--- config.mk ---
export PLATFORM = sky130hd
export DESIGN_NAME = chorus_scheduler
export DESIGN_NICKNAME = d
export VERILOG_FILES = /design/src/rtl/chorus_scheduler.sv
export SDC_FILE = /design/constraint.sdc
export NUM_CORES = 1
export LEC_CHECK = 0
export ABC_AREA = 0
export CAP_MARGIN = 40
export CORE_MARGIN = 3
export CORE_UTILIZATION = 26
export CTS_CLUSTER_DIAMETER = 50
export CTS_CLUSTER_SIZE = 16
export DETAILED_ROUTE_END_ITERATION = 10
export PLACE_DENSITY = 0.47
export SYNTH_ARGS = -nofsm -noshare
export SYNTH_HDL_FRONTEND = slang
export SYNTH_SLANG_ARGS = --single-unit
--- constraint.sdc ---
create_clock -name clock -period 3.6 [get_ports clock]
set_input_delay 0.72 -clock clock [delete_from_list [all_inputs] [get_ports clock]]
set_output_delay 0.72 -clock clock [all_outputs]
set_load 0.005 [all_outputs]
--- src/rtl/chorus_scheduler.sv ---
// Four-tap cascaded chorus sequencer: time-multiplexes one shared delay engine
// over four serial passes per sample, with bypass, overrun and timeout supervision.
module chorus_scheduler #(
  parameter logic [4:0]  TAP0    = 5'd3,
  parameter logic [4:0]  TAP1    = 5'd7,
  parameter logic [4:0]  TAP2    = 5'd15,
  parameter logic [4:0]  TAP3    = 5'd31,
  parameter int unsigned TIMEOUT = 1024
) (
  input  logic               clock,
  input  logic               reset,
  input  logic               start,
  input  logic               enable,
  input  logic signed [11:0] incoming_sample,
  output logic signed [11:0] modified_sample,
  output logic               done,
  output logic               busy,
  output logic               eng_start,
  output logic [1:0]         eng_tap,
  output logic [4:0]         eng_delay_amount,
  output logic signed [11:0] eng_sample,
  input  logic signed [11:0] eng_result,
  input  logic               eng_done,
  output logic               overrun,
  output logic               timeout_err
);

  localparam int unsigned CW = $clog2(TIMEOUT);

  typedef enum logic [1:0] {S_IDLE, S_ISSUE, S_WAIT, S_FINISH} state_e;

  state_e             state_q;
  logic [1:0]         pass_q;
  logic [1:0]         pass_d;
  logic [CW-1:0]      cnt_q;
  logic signed [11:0] in_q;
  logic signed [11:0] mod_q;
  logic signed [11:0] eng_sample_q;
  logic               done_q, busy_q, eng_start_q, overrun_q, timeout_err_q;
  logic [1:0]         eng_tap_q;
  logic [4:0]         eng_delay_q;

  function automatic logic [4:0] tap_amount(input logic [1:0] p);
    case (p)
      2'd0:    return TAP0;
      2'd1:    return TAP1;
      2'd2:    return TAP2;
      default: return TAP3;
    endcase
  endfunction

  always_comb begin
    pass_d = pass_q + 2'd1;
  end

  // eng_sample_q doubles as the cascade working register: it always holds the
  // input of the pass currently in flight.
  always_ff @(posedge clock or negedge reset) begin
    if (!reset) begin
      state_q       <= S_IDLE;
      pass_q        <= '0;
      cnt_q         <= '0;
      in_q          <= '0;
      mod_q         <= '0;
      eng_sample_q  <= '0;
      done_q        <= 1'b0;
      busy_q        <= 1'b0;
      eng_start_q   <= 1'b0;
      eng_tap_q     <= '0;
      eng_delay_q   <= '0;
      overrun_q     <= 1'b0;
      timeout_err_q <= 1'b0;
    end else begin
      done_q      <= 1'b0;
      eng_start_q <= 1'b0;
      if (start && state_q != S_IDLE) overrun_q <= 1'b1;
      case (state_q)
        S_IDLE: begin
          if (start) begin
            in_q   <= incoming_sample;
            busy_q <= 1'b1;
            if (enable) begin
              pass_q       <= '0;
              eng_tap_q    <= '0;
              eng_delay_q  <= TAP0;
              eng_sample_q <= incoming_sample;
              eng_start_q  <= 1'b1;
              state_q      <= S_ISSUE;
            end else begin
              mod_q   <= incoming_sample;
              done_q  <= 1'b1;
              state_q <= S_FINISH;
            end
          end
        end
        S_ISSUE: begin
          cnt_q   <= '0;
          state_q <= S_WAIT;
        end
        S_WAIT: begin
          if (eng_done) begin
            eng_sample_q <= eng_result;
            if (pass_q != 2'd3) begin
              pass_q      <= pass_d;
              eng_tap_q   <= pass_d;
              eng_delay_q <= tap_amount(pass_d);
              eng_start_q <= 1'b1;
              state_q     <= S_ISSUE;
            end else begin
              mod_q   <= eng_result;
              done_q  <= 1'b1;
              state_q <= S_FINISH;
            end
          end else if (cnt_q == CW'(TIMEOUT - 1)) begin
            // Engine hung: fall back to the dry input sample.
            mod_q         <= in_q;
            timeout_err_q <= 1'b1;
            done_q        <= 1'b1;
            state_q       <= S_FINISH;
          end else begin
            cnt_q <= cnt_q + 1'b1;
          end
        end
        S_FINISH: begin
          busy_q  <= 1'b0;
          state_q <= S_IDLE;
        end
        default: state_q <= S_IDLE;
      endcase
    end
  end

  assign modified_sample  = mod_q;
  assign done             = done_q;
  assign busy             = busy_q;
  assign eng_start        = eng_start_q;
  assign eng_tap          = eng_tap_q;
  assign eng_delay_amount = eng_delay_q;
  assign eng_sample       = eng_sample_q;
  assign overrun          = overrun_q;
  assign timeout_err      = timeout_err_q;

endmodule

==> results of run 1 <==
-- worst max-delay path, stage by stage --
cell	delay, ns
clkdlybuf4s50_1	0.65
buf_4	0.32
nor3b_4	0.30
o2111ai_1	0.26
or3_1	0.36
a21oi_1	0.15
-- area by class of cell --
| class | instances | area share |
|---|---|---|
| Multi-Input combinational cell | 171 | 0.316 |
| Inverter | 19 | 0.0188 |
| Clock inverter | 2 | 0.00924 |
| Timing Repair Buffer | 71 | 0.184 |
| Tap cell | 136 | 0.0449 |
| Clock buffer | 13 | 0.0446 |
| Sequential cell | 58 | 0.383 |
-- placed cells by master (no fill, tap or decap), drive strengths merged --
master,synthesis,layout
o211a,1,1
nand3,6,6
nand2b,3,3
o31ai,2,2
nor2b,2,2
clkdlybuf4s50,0,63
dfrtp,58,58
nand4,2,2
inv,19,19
ha,3,3
a22oi,1,1
a2bb2oi,1,1
nor3,2,2
o311ai,2,2
a31oi,1,1
clkbuf,5,13
a21oi,18,18
o21ai,19,19
o2111ai,1,1
bufinv,0,1
a41o,1,1
xnor2,1,1
a211oi,1,1
mux2i,38,38
nor2,16,16
o2bb2ai,1,1
nand2,24,24
o22ai,1,1
nor3b,3,3
or3,2,2
and2,1,1
a21o,1,1
mux2,12,12
or2,2,2
o41ai,1,1
buf,9,8
clkinv,0,1
and4,2,2
-- worst min-delay path by stage --
stage | start | endpoint | slack (ns) | cells after the start
2_1_floorplan | reset | busy$_DFFE_PN0P_ | 0.42 | 0
3_3_place_gp | overrun$_DFFE_PN0P_ | overrun$_DFFE_PN0P_ | 0.45 | 1
3_5_place_dp | overrun$_DFFE_PN0P_ | overrun$_DFFE_PN0P_ | 0.45 | 1
4_1_cts | reset | eng_delay_amount[2]$_DFFE_PN0P_ | 0.32 | 1
5_1_grt | reset | eng_delay_amount[4]$_DFFE_PN0P_ | 0.33 | 1
6_report | reset | eng_delay_amount[2]$_DFFE_PN0P_ | 0.32 | 1
-- cell families (layout without fill, tap and decap cells) --
logic type / after synthesis / count (layout)
and+or+nand+nor: 65 / 65
DFF: 58 / 58
AOI/OAI and AO/OA: 52 / 52
muxes: 50 / 50
buffers and inverters: 33 / 105
adders and majority gates: 3 / 3
xor gates and xnor gates: 1 / 1
-- where the power goes --
part | switching [W] | total (W) | internal (W)
Sequential | 0.000189 | 0.00110 | 0.000910
Clock | 0.000252 | 0.000624 | 0.000372
Combinational | 0.000477 | 0.00111 | 0.000631
Total | 0.000919 | 0.00283 | 0.00191
-- routing by layer --
metal | vias up | wire length, um | GRT usage
met3 | 4 | 500 | 0.0523
met4 | 0 | 34 | 0.0240
met2 | 57 | 3050 | 0.181
met1 | 1034 | 3230 | 0.157
met5 | - | 0 | 0
li1 | 1048 | - | -
-- flip-flops by register name, indices dropped and copies added (netlist names) --
signal / count
overrun: 1
eng_tap: 2
cnt_q: 10
done: 1
timeout_err: 1
eng_delay_amount: 3
state_q: 2
modified_sample: 12
eng_start: 1
in_q: 12
eng_sample: 12
busy: 1
-- metrics by stage --
| stage | instances | util | power (W) |
|---|---|---|---|
| floorplan | 262 | - | 0.00167 |
| global placement | 454 | 0.344 | 0.00222 |
| detailed placement | 455 | 0.346 | 0.00224 |
| CTS | 470 | 0.365 | 0.00288 |
| global route | 470 | 0.365 | 0.00305 |
| finish | 470 | 0.365 | 0.00283 |
==> summary.md, run 1 <==
| Metric | Value |
|---|---|
| Number of synthesized flops with an enable pin | 0 |
| R2R Path Start | cnt_q[4]$_DFFE_PN0P_ |
| Antenna Cells | 0 |
| Drt pass-1 iters | 4 |
| Vias per cell | 4.56 |
| Combinational family with the most area after synthesis | multiplexers |
| CP Launch Point | eng_done |
| CORE AREA | 10400 um^2 |
| Post-route clock period utilization | 0.700 |
| Worst VDD drop | 0.365 mV |
| R2R Path End | cnt_q[1]$_DFFE_PN0P_ |
| Area of the multi-input gates | 1200 um^2 |
| CTS tree | done |
| Post-cts resize count | 0 |
| R2R Setup Slk | 1.78 ns |
| Synth Area in Compound Gates | 0.113 |
| Post-synth cell types | 38 |
| Vias in the first global route | 2031 |
| Bufs on Longest Clock Path | 2 |
| Crit path DAT | 2.77 ns |
| IO Count | 65 |
| Pre-CTS WS | 0.731 ns |
| Root buffer cell | clkbuf_8 |
| Clock buffer count from CTS | 9 |
| Hold WC Path Type | input port to async pin |
| Adder-cell share of the synthesized area | 0.0135 |
| Drt total wl | 6.82 mm |
| Total global routing overflow | 0 |
| Capture point of the worst path | cnt_q[6]$_DFFE_PN0P_ |
| Initial antenna violation count | 0 |
| Fraction of synthesized area in multiplexers | 0.185 |
| MaxCap Viol Count | 0 |
| Iteration-0 DRC Markers | 69 |
| Final Hold Viols | 0 |
| Pwr/cell area | 747 nW/um^2 |
| Worst hold slack | 0.324 ns |
| Post-synthesis net count | 294 |
| Synth cell count leaders | dfrtp_1, mux2i_1, nand2_1, inv_1, o21ai_0 |
| RSZ-0062 raised after global routing | no |
| Initial Util | 0.269 |
| Setup crit end kind | flip-flop |
| First-pass GRT wire length | 10.8 mm |
| Routed len/inst | 14.5 um |
| Static Leak | 1.75 nW |
| Sequential element share of the synthesized area | 0.520 |
| R2R depth | 4 |
| Post-route antenna net violation count | 0 |
| FF+latch area | 1450 um^2 |
| Post-route cell area | 3790 um^2 |
| GPL Wtd Cong | 0.736 |
| Port bufs | 64 |
| Die outline width | 110 um |
| CP max FO | 10 |
| Synth area leader | dfrtp_1 |
| Synth Register Bits | 58 |
| Final worst setup slack | 1.08 ns |
| Num rows | 37 |
| F_max | 397 MHz |
| Setup Viol. Count Final | 0 |
| Most used DFF post-synth | dfrtp_1 |
| CTS Sinks | 58 |
| DRC viols | 0 |
| Minimum clock period | 2.52 ns |
| Worst Setup Start Kind | input port |
| H-tree levels | 3 |
| Status | finished, final reports clean |
| Kind of critical path | input port to flip-flop |
| Mapped Cells | 262 |
| Die H | 110 um |
| Largest cells by area after synthesis | dfrtp_1, mux2i_1, mux2_2 |
| DP HPWL | 4.83 mm |
| Worst Tran Pin Value | 0.600 ns |
| Ys Warns | 0 |
| Simple-gate portion of the synthesized area | 0.115 |
| Syn-to-layout area delta | 35.9% |
| Clk_lat worst skew | 0.33 ns |
| Nets | 362 |
| Setup TNS | 0 ns |
| Xor and xnor area share after synthesis | 0.00314 |
| Async S/R FF share, synth | 1.00 |
| DIE AREA | 12000 um^2 |
| Worst-path clk slew | 0.06 ns |
| Synthesized cell area | 2790 um^2 |
| Clock Skew | 0.00408 ns |
| Post-CTS Setup Repair Bufs | 0 |
| Pins Over Slew Limit | 0 |
| Area share of the largest cell type after synthesis | 0.520 |
| Slew margin rel. | 0.596 |
| Total track usage | 0.119 |
| Top-count cell post-synth | dfrtp_1 |
| Hold Buf Count CTS | 0 |
| Placed Area | 3590 um^2 |
| Avg Cell Area, Syn | 10.6 um^2 |
| Pin count of the biggest net entering global routing | 42 |
| Fill count | 1065 |
| Via count | 2143 |
| Crit path required time | 3.85 ns |
| Layout cells sized above 1 | 0.117 |
Power figures use the tool's default switching activity.
==> run 2, diff against run 1 <==
PLACE_DENSITY = 0.49   (was 0.47)
clock period = 2.11 ns   (was 3.6 ns; I/O delays follow)
==> run 2 against run 1 <==
Effect of this change:
- combinational power up 73%
- clock skew down 0.0013 ns
- sequential power up 71%
- largest power group unchanged
- via count up 1.4%
- largest cell class unchanged
- first-iteration DRC count up 13%
- cell count up 0.85%
- clock power up 36%
==> summary.md, run 2 (same netlist as run 1, synthesis figures left out) <==
| Metric | Value |
|---|---|
| DP HPWL | 4.93 mm (was 4.83 mm) |
| Post-CTS Setup Repair Bufs | 0 (unchanged) |
| RSZ-0062 raised after global routing | no (unchanged) |
| R2R Setup Slk | 0.44 ns (was 1.78 ns) |
| Port bufs | 64 (unchanged) |
| Worst-path clk slew | 0.06 ns (about the same) |
| Crit path required time | 1.69 ns (was 3.85 ns) |
| CTS tree | done (unchanged) |
| CORE AREA | 10400 um^2 (unchanged) |
| Pwr/cell area | 1220 nW/um^2 (was 747 nW/um^2) |
| Antenna Cells | 0 (unchanged) |
| Worst path cell trace | clkdlybuf4s50_1 (was clkdlybuf4s50_1 > buf_4 > nor3b_4 > o2111ai_1 > or3_1 > a21oi_1) |
| R2R depth | 4 (unchanged) |
| DRC viols | 0 (unchanged) |
| MaxCap Viol Count | 0 (unchanged) |
| Post-route clock period utilization | 0.806 |
| Total track usage | 0.125 (was 0.119) |
| CP Launch Point | eng_tap[0]$_DFFE_PN0P_ (was eng_done) |
| Bufs on Longest Clock Path | 2 (unchanged) |
| Setup crit end kind | output pin (was flip-flop) |
| Most common cell after layout, fill and taps aside | clkdlybuf4s50_1 (unchanged) |
| Minimum clock period | 1.70 ns |
| CP Depth | 1 (was 6) |
| Iteration-0 DRC Markers | 78 (was 69) |
| Final worst setup slack | 0.409 ns (was 1.08 ns) |
| Pin count of the biggest net entering global routing | 39 (was 42) |
| First-pass GRT wire length | 11.5 mm (was 10.8 mm) |
| Clock buffer count from CTS | 9 (unchanged) |
| Die H | 110 um (unchanged) |
| Setup Viol. Count Final | 0 (unchanged) |
| Drt total wl | 6.82 mm (about the same) |
| Worst path slowest cell | clkdlybuf4s50_1 (unchanged) |
| H-tree levels | 3 (unchanged) |
| F_max | 588 MHz |
| Post-cts resize count | 0 (unchanged) |
| Vias in the first global route | 2207 (was 2031) |
| Total global routing overflow | 0 (unchanged) |
| Drt pass-1 iters | 4 (unchanged) |
| Vias per cell | 4.58 (was 4.56) |
| CP max FO | 5 (was 10) |
| Via count | 2172 (was 2143) |
| Initial antenna violation count | 0 (unchanged) |
| Num rows | 37 (unchanged) |
| Most frequent cells in the layout | clkdlybuf4s50_1, dfrtp_1, mux2i_1, nand2_1 (unchanged) |
| Setup TNS | 0 ns (unchanged) |
| Worst VDD drop | 0.568 mV (was 0.365 mV) |
| Root buffer cell | clkbuf_8 (unchanged) |
| Fill count | 1071 (was 1065) |
| CP max stage delay | 0.53 ns (was 0.65 ns) |
| Worst Tran Pin Value | 0.553 ns (was 0.600 ns) |
| IO Count | 65 (unchanged) |
| Routed len/inst | 14.4 um (was 14.5 um) |
| Clock Skew | 0.00279 ns (was 0.00408 ns) |
| R2R Path Start | state_q[1]$_DFFE_PN0P_ (was cnt_q[4]$_DFFE_PN0P_) |
| GPL Wtd Cong | 0.774 (was 0.736) |
| Pre-CTS WS | 0.0683 ns (was 0.731 ns) |
| Worst Setup Start Kind | flip-flop (was input port) |
| Top delay family on crit path | buffers and inverters (unchanged) |
| Clk_lat worst skew | 0.33 ns (about the same) |
| R2R Path End | eng_sample[9]$_DFFE_PN0P_ (was cnt_q[1]$_DFFE_PN0P_) |
| Hold Buf Count CTS | 0 (unchanged) |
| Slew margin rel. | 0.627 (was 0.596) |
| Syn-to-layout area delta | 36.5% (was 35.9%) |
| Crit path DAT | 1.28 ns (was 2.77 ns) |
| Die outline width | 110 um (unchanged) |
| FF+latch area | 1450 um^2 (unchanged) |
| Area of the multi-input gates | 1200 um^2 (unchanged) |
| Capture point of the worst path | eng_tap[0] (was cnt_q[6]$_DFFE_PN0P_) |
| Nets | 367 (was 362) |
| Static Leak | 1.76 nW (was 1.75 nW) |
| Initial Util | 0.269 (unchanged) |
| DIE AREA | 12000 um^2 (unchanged) |
| Post-route antenna net violation count | 0 (unchanged) |
| CTS Sinks | 58 (unchanged) |
| Hold WC Path Type | input port to async pin (unchanged) |
| Layout cells sized above 1 | 0.118 (was 0.117) |
| Pins Over Slew Limit | 0 (unchanged) |
| Final Hold Viols | 0 (unchanged) |
| CP Buf/Inv Count | 1 (was 2) |
| Kind of critical path | flip-flop to output pin (was input port to flip-flop) |
| Status | finished, final reports clean (unchanged) |
[run 2: cell types whose count changed in the layout (fill, tap and decap cells not counted)]
cell,change
clkinv_2,-1
clkbuf_8,-2
buf_12,+3
buf_8,-1
clkbuf_1,+3
bufinv_16,-1
buf_4,+3
[run 2: final cells by class]
cell class                 count  area share
clock buffer                  14      0.0401
inverter                      19      0.0187
multi-input combinational    171       0.315
sequential                    58       0.381
tap                          136      0.0447
timing repair buffer          76       0.201
[run 2: worst min-delay path by stage]
stage	from	endpoint	slack [ns]
6_report	reset	eng_tap[0]$_DFFE_PN0P_	0.07
3_5_place_dp	reset	eng_delay_amount[1]$_DFFE_PN0P_	0.44
2_1_floorplan	reset	busy$_DFFE_PN0P_	0.13
5_1_grt	reset	eng_delay_amount[1]$_DFFE_PN0P_	0.09
3_3_place_gp	reset	eng_delay_amount[1]$_DFFE_PN0P_	0.43
4_1_cts	reset	eng_delay_amount[1]$_DFFE_PN0P_	0.08
[run 2: metal layers]
layer	track usage	part of all wire	routed length, um
met5	0	0	0
met4	0.0267	0.0084	57
met3	0.0482	0.053	360
met2	0.190	0.45	3090
met1	0.170	0.49	3310
[run 2: metrics by stage]
step                      total power [W]  instances  hold WS [ns]  utilization  area [um^2]
after floorplan                   0.00285        262         0.126            -         2790
after global placement            0.00383        460         0.426        0.352         3650
after detailed placement          0.00385        460         0.441        0.352         3650
after CTS                         0.00475        474        0.0758        0.367         3810
after global routing              0.00505        474        0.0863        0.367         3810
final                             0.00465        474        0.0716        0.367         3810
[run 2: where the power goes]
group | switching, W | internal (W) | leakage [nW] | total (W)
logic | 0.000811 | 0.00111 | 0.970 | 0.00192
registers | 0.000327 | 0.00155 | 0.712 | 0.00188
clock network | 0.000401 | 0.000447 | 0.0766 | 0.000848
total | 0.00154 | 0.00311 | 1.76 | 0.00465
==> variant, RTL diff (flow settings as in run 2) <==
Set the parameter `TAP2` to 5'd14 (it was 5'd15).
--- a/src/rtl/chorus_scheduler.sv
+++ b/src/rtl/chorus_scheduler.sv
@@ -3,7 +3,7 @@
 module chorus_scheduler #(
   parameter logic [4:0]  TAP0    = 5'd3,
   parameter logic [4:0]  TAP1    = 5'd7,
-  parameter logic [4:0]  TAP2    = 5'd15,
+  parameter logic [4:0]  TAP2    = 5'd14,
   parameter logic [4:0]  TAP3    = 5'd31,
   parameter int unsigned TIMEOUT = 1024
 ) (
Function: changed (Yosys sat finds a counterexample within 10 cycles, from zero or initial values and one cycle with reset low).
==> variant against run 2 <==
- power grew 11%
- worst setup slack lost 74 ps
- final cell count is the same
- critical path type is now reg2reg
- maximum frequency shrank 4.2%
- wire length grew 3.8%
- synthesized area grew 1.7%
- non-clock buffer count grew 8
- final area grew 4.7%
- critical path depth grew 4
- sequential cell count grew 1
==> variant: results (changes against run 2) <==
Timing
  – Clock skew: 8.57 ps (+5.78 ps)
  – Worst-margin pin slew: 592 ps (+39.2 ps)

Place
  – Cells after DPL: 459 (-0.22%)
  – Pre-CTS WS: 18.9 ps (-49.4 ps)
  – Placed wire-length estimate: 5230 um (+6.2%)
  – Placer Congestion: 0.864 (+12%)

Hold path
  – Worst min path class: in2async

Route
  – Vias per cell: 4.54 (-0.97%)
  – Final wirelength: 7080 um (+3.8%)
  – Drt first pass iters: 4 (unchanged)
  – First-iteration detailed-routing DRC count: 88 (+13%)

Status
  – Status: finished clean

Synth
  – Commonest cells post-synth: dfrtp_1, nand2_1, mux2_2
  – Post-synthesis sequential area ratio: 52.1% (about the same)
  – Syn_area_per_cell: 11.3 um2 (+5.7%)
  – Yosys cell types: 47 (+24%)
  – Net Count, Synth: 285 (-3.1%)
  – Synth area leaders: dfrtp_1, mux2_2, mux2i_1, nand2_1, o21ai_0
  – Post-synth top flop: dfrtp_1

Pwr
  – Int Pwr: 3.53 mW (+14%)
  – Peak supply drop: 349 uV (-39%)
  – Pleak: 1.73 nW (-1.8%)

GRT
  – All-Layer GR Usage: 11.9% (-0.68 points)
  – Vias in the first global route: 2220 (+0.59%)
  – Largest net degree at the start of global routing: 25 (-36%)
  – First-pass GRT wire length: 11600 um (+1.0%)

CTS
  – Max H-tree Level: 3 (unchanged)
  – Post-CTS Resized: 0 (unchanged)
  – Clock-pin slew on the worst setup and hold paths: 70 ps

Setup path
  – Critical path's slowest cell: dfrtp_1
  – Reg2Reg Depth: 5 (+1)
  – Top cell family by delay on the critical path: compound AO/OA/AOI/OAI gates
  – CP Max Fanout: 8 (+3)
  – CP max stage delay: 400 ps (-130 ps)
  – Critical path arrival: 2000 ps (+720 ps)

Cells and area
  – Share of layout cells above drive strength 1: 21.6% (+9.8 points)
  – Layout Cells excl Fill: 474 (unchanged)
  – Ant. Diodes: 0 (unchanged)
  – Nets: 367 (unchanged)
variant: cell types whose count changed in the layout (fill, tap and decap cells not counted), moves of 3 or more:
| cell | run 2 | this run |
|---|---|---|
| a21oi_1 | 18 | 4 |
| a31oi_1 | 1 | 13 |
| nand2_1 | 24 | 28 |
| buf_4 | 9 | 16 |
| mux2_2 | 12 | 24 |
| mux2i_1 | 38 | 13 |
| o211ai_1 | 0 | 3 |
| inv_1 | 19 | 8 |
| clkbuf_1 | 4 | 0 |
variant: through the flow:
stage                     utilization (%)  cell area [um2]
after floorplan                         -             2840
after global placement               36.0             3770
after detailed placement             36.0             3770
after CTS                            38.1             3980
after global routing                 38.1             3980
final                                38.1             3980
variant: cells by family after synthesis:
logic type,synth area share (%)
xor+xnor,0.618
mux,14.6
fa+ha+maj,1.76
flops,52.1
simple gates,14.2
buf+inv,3.84
compound gates,12.9
variant: final timing paths:
kind,startpoint,endpoint,slack [ps]
max,cnt_q[0],cnt_q[3],330
min,reset,eng_delay_amount[0],100
max reg2reg,cnt_q[0],cnt_q[3],330
min reg2reg,overrun,overrun,470
max in group asynchronous,reset,in_q[5],1490
min in group clock,overrun,overrun,470
variant: cell type report:
class                   instances  area [um2]
fillers                      1080        6480
flip-flops and latches         59        1480
multi-input cells             172        1260
repair buffers                 84         836
well taps                     136         170
clock buffers                  10         138
clock inverters                 5        77.6
inverters                       8        30.0
variant: metal layers:
layer	wire, um	share of wire (%)	global-route usage, %
met1	3330	47	15.8
met5	0	0	0
met3	285	4.0	3.01
met2	3340	47	18.4
met4	119	1.7	4.68
variant: power groups by stage:
stage	combinational [mW]	clock (mW)	sequential [mW]
finish	2.12	1.12	1.90
global route	2.35	1.22	1.97
CTS	2.17	1.16	1.91
detailed placement	2.16	0	1.92
global placement	2.14	0	1.92
floorplan	1.11	0	1.85
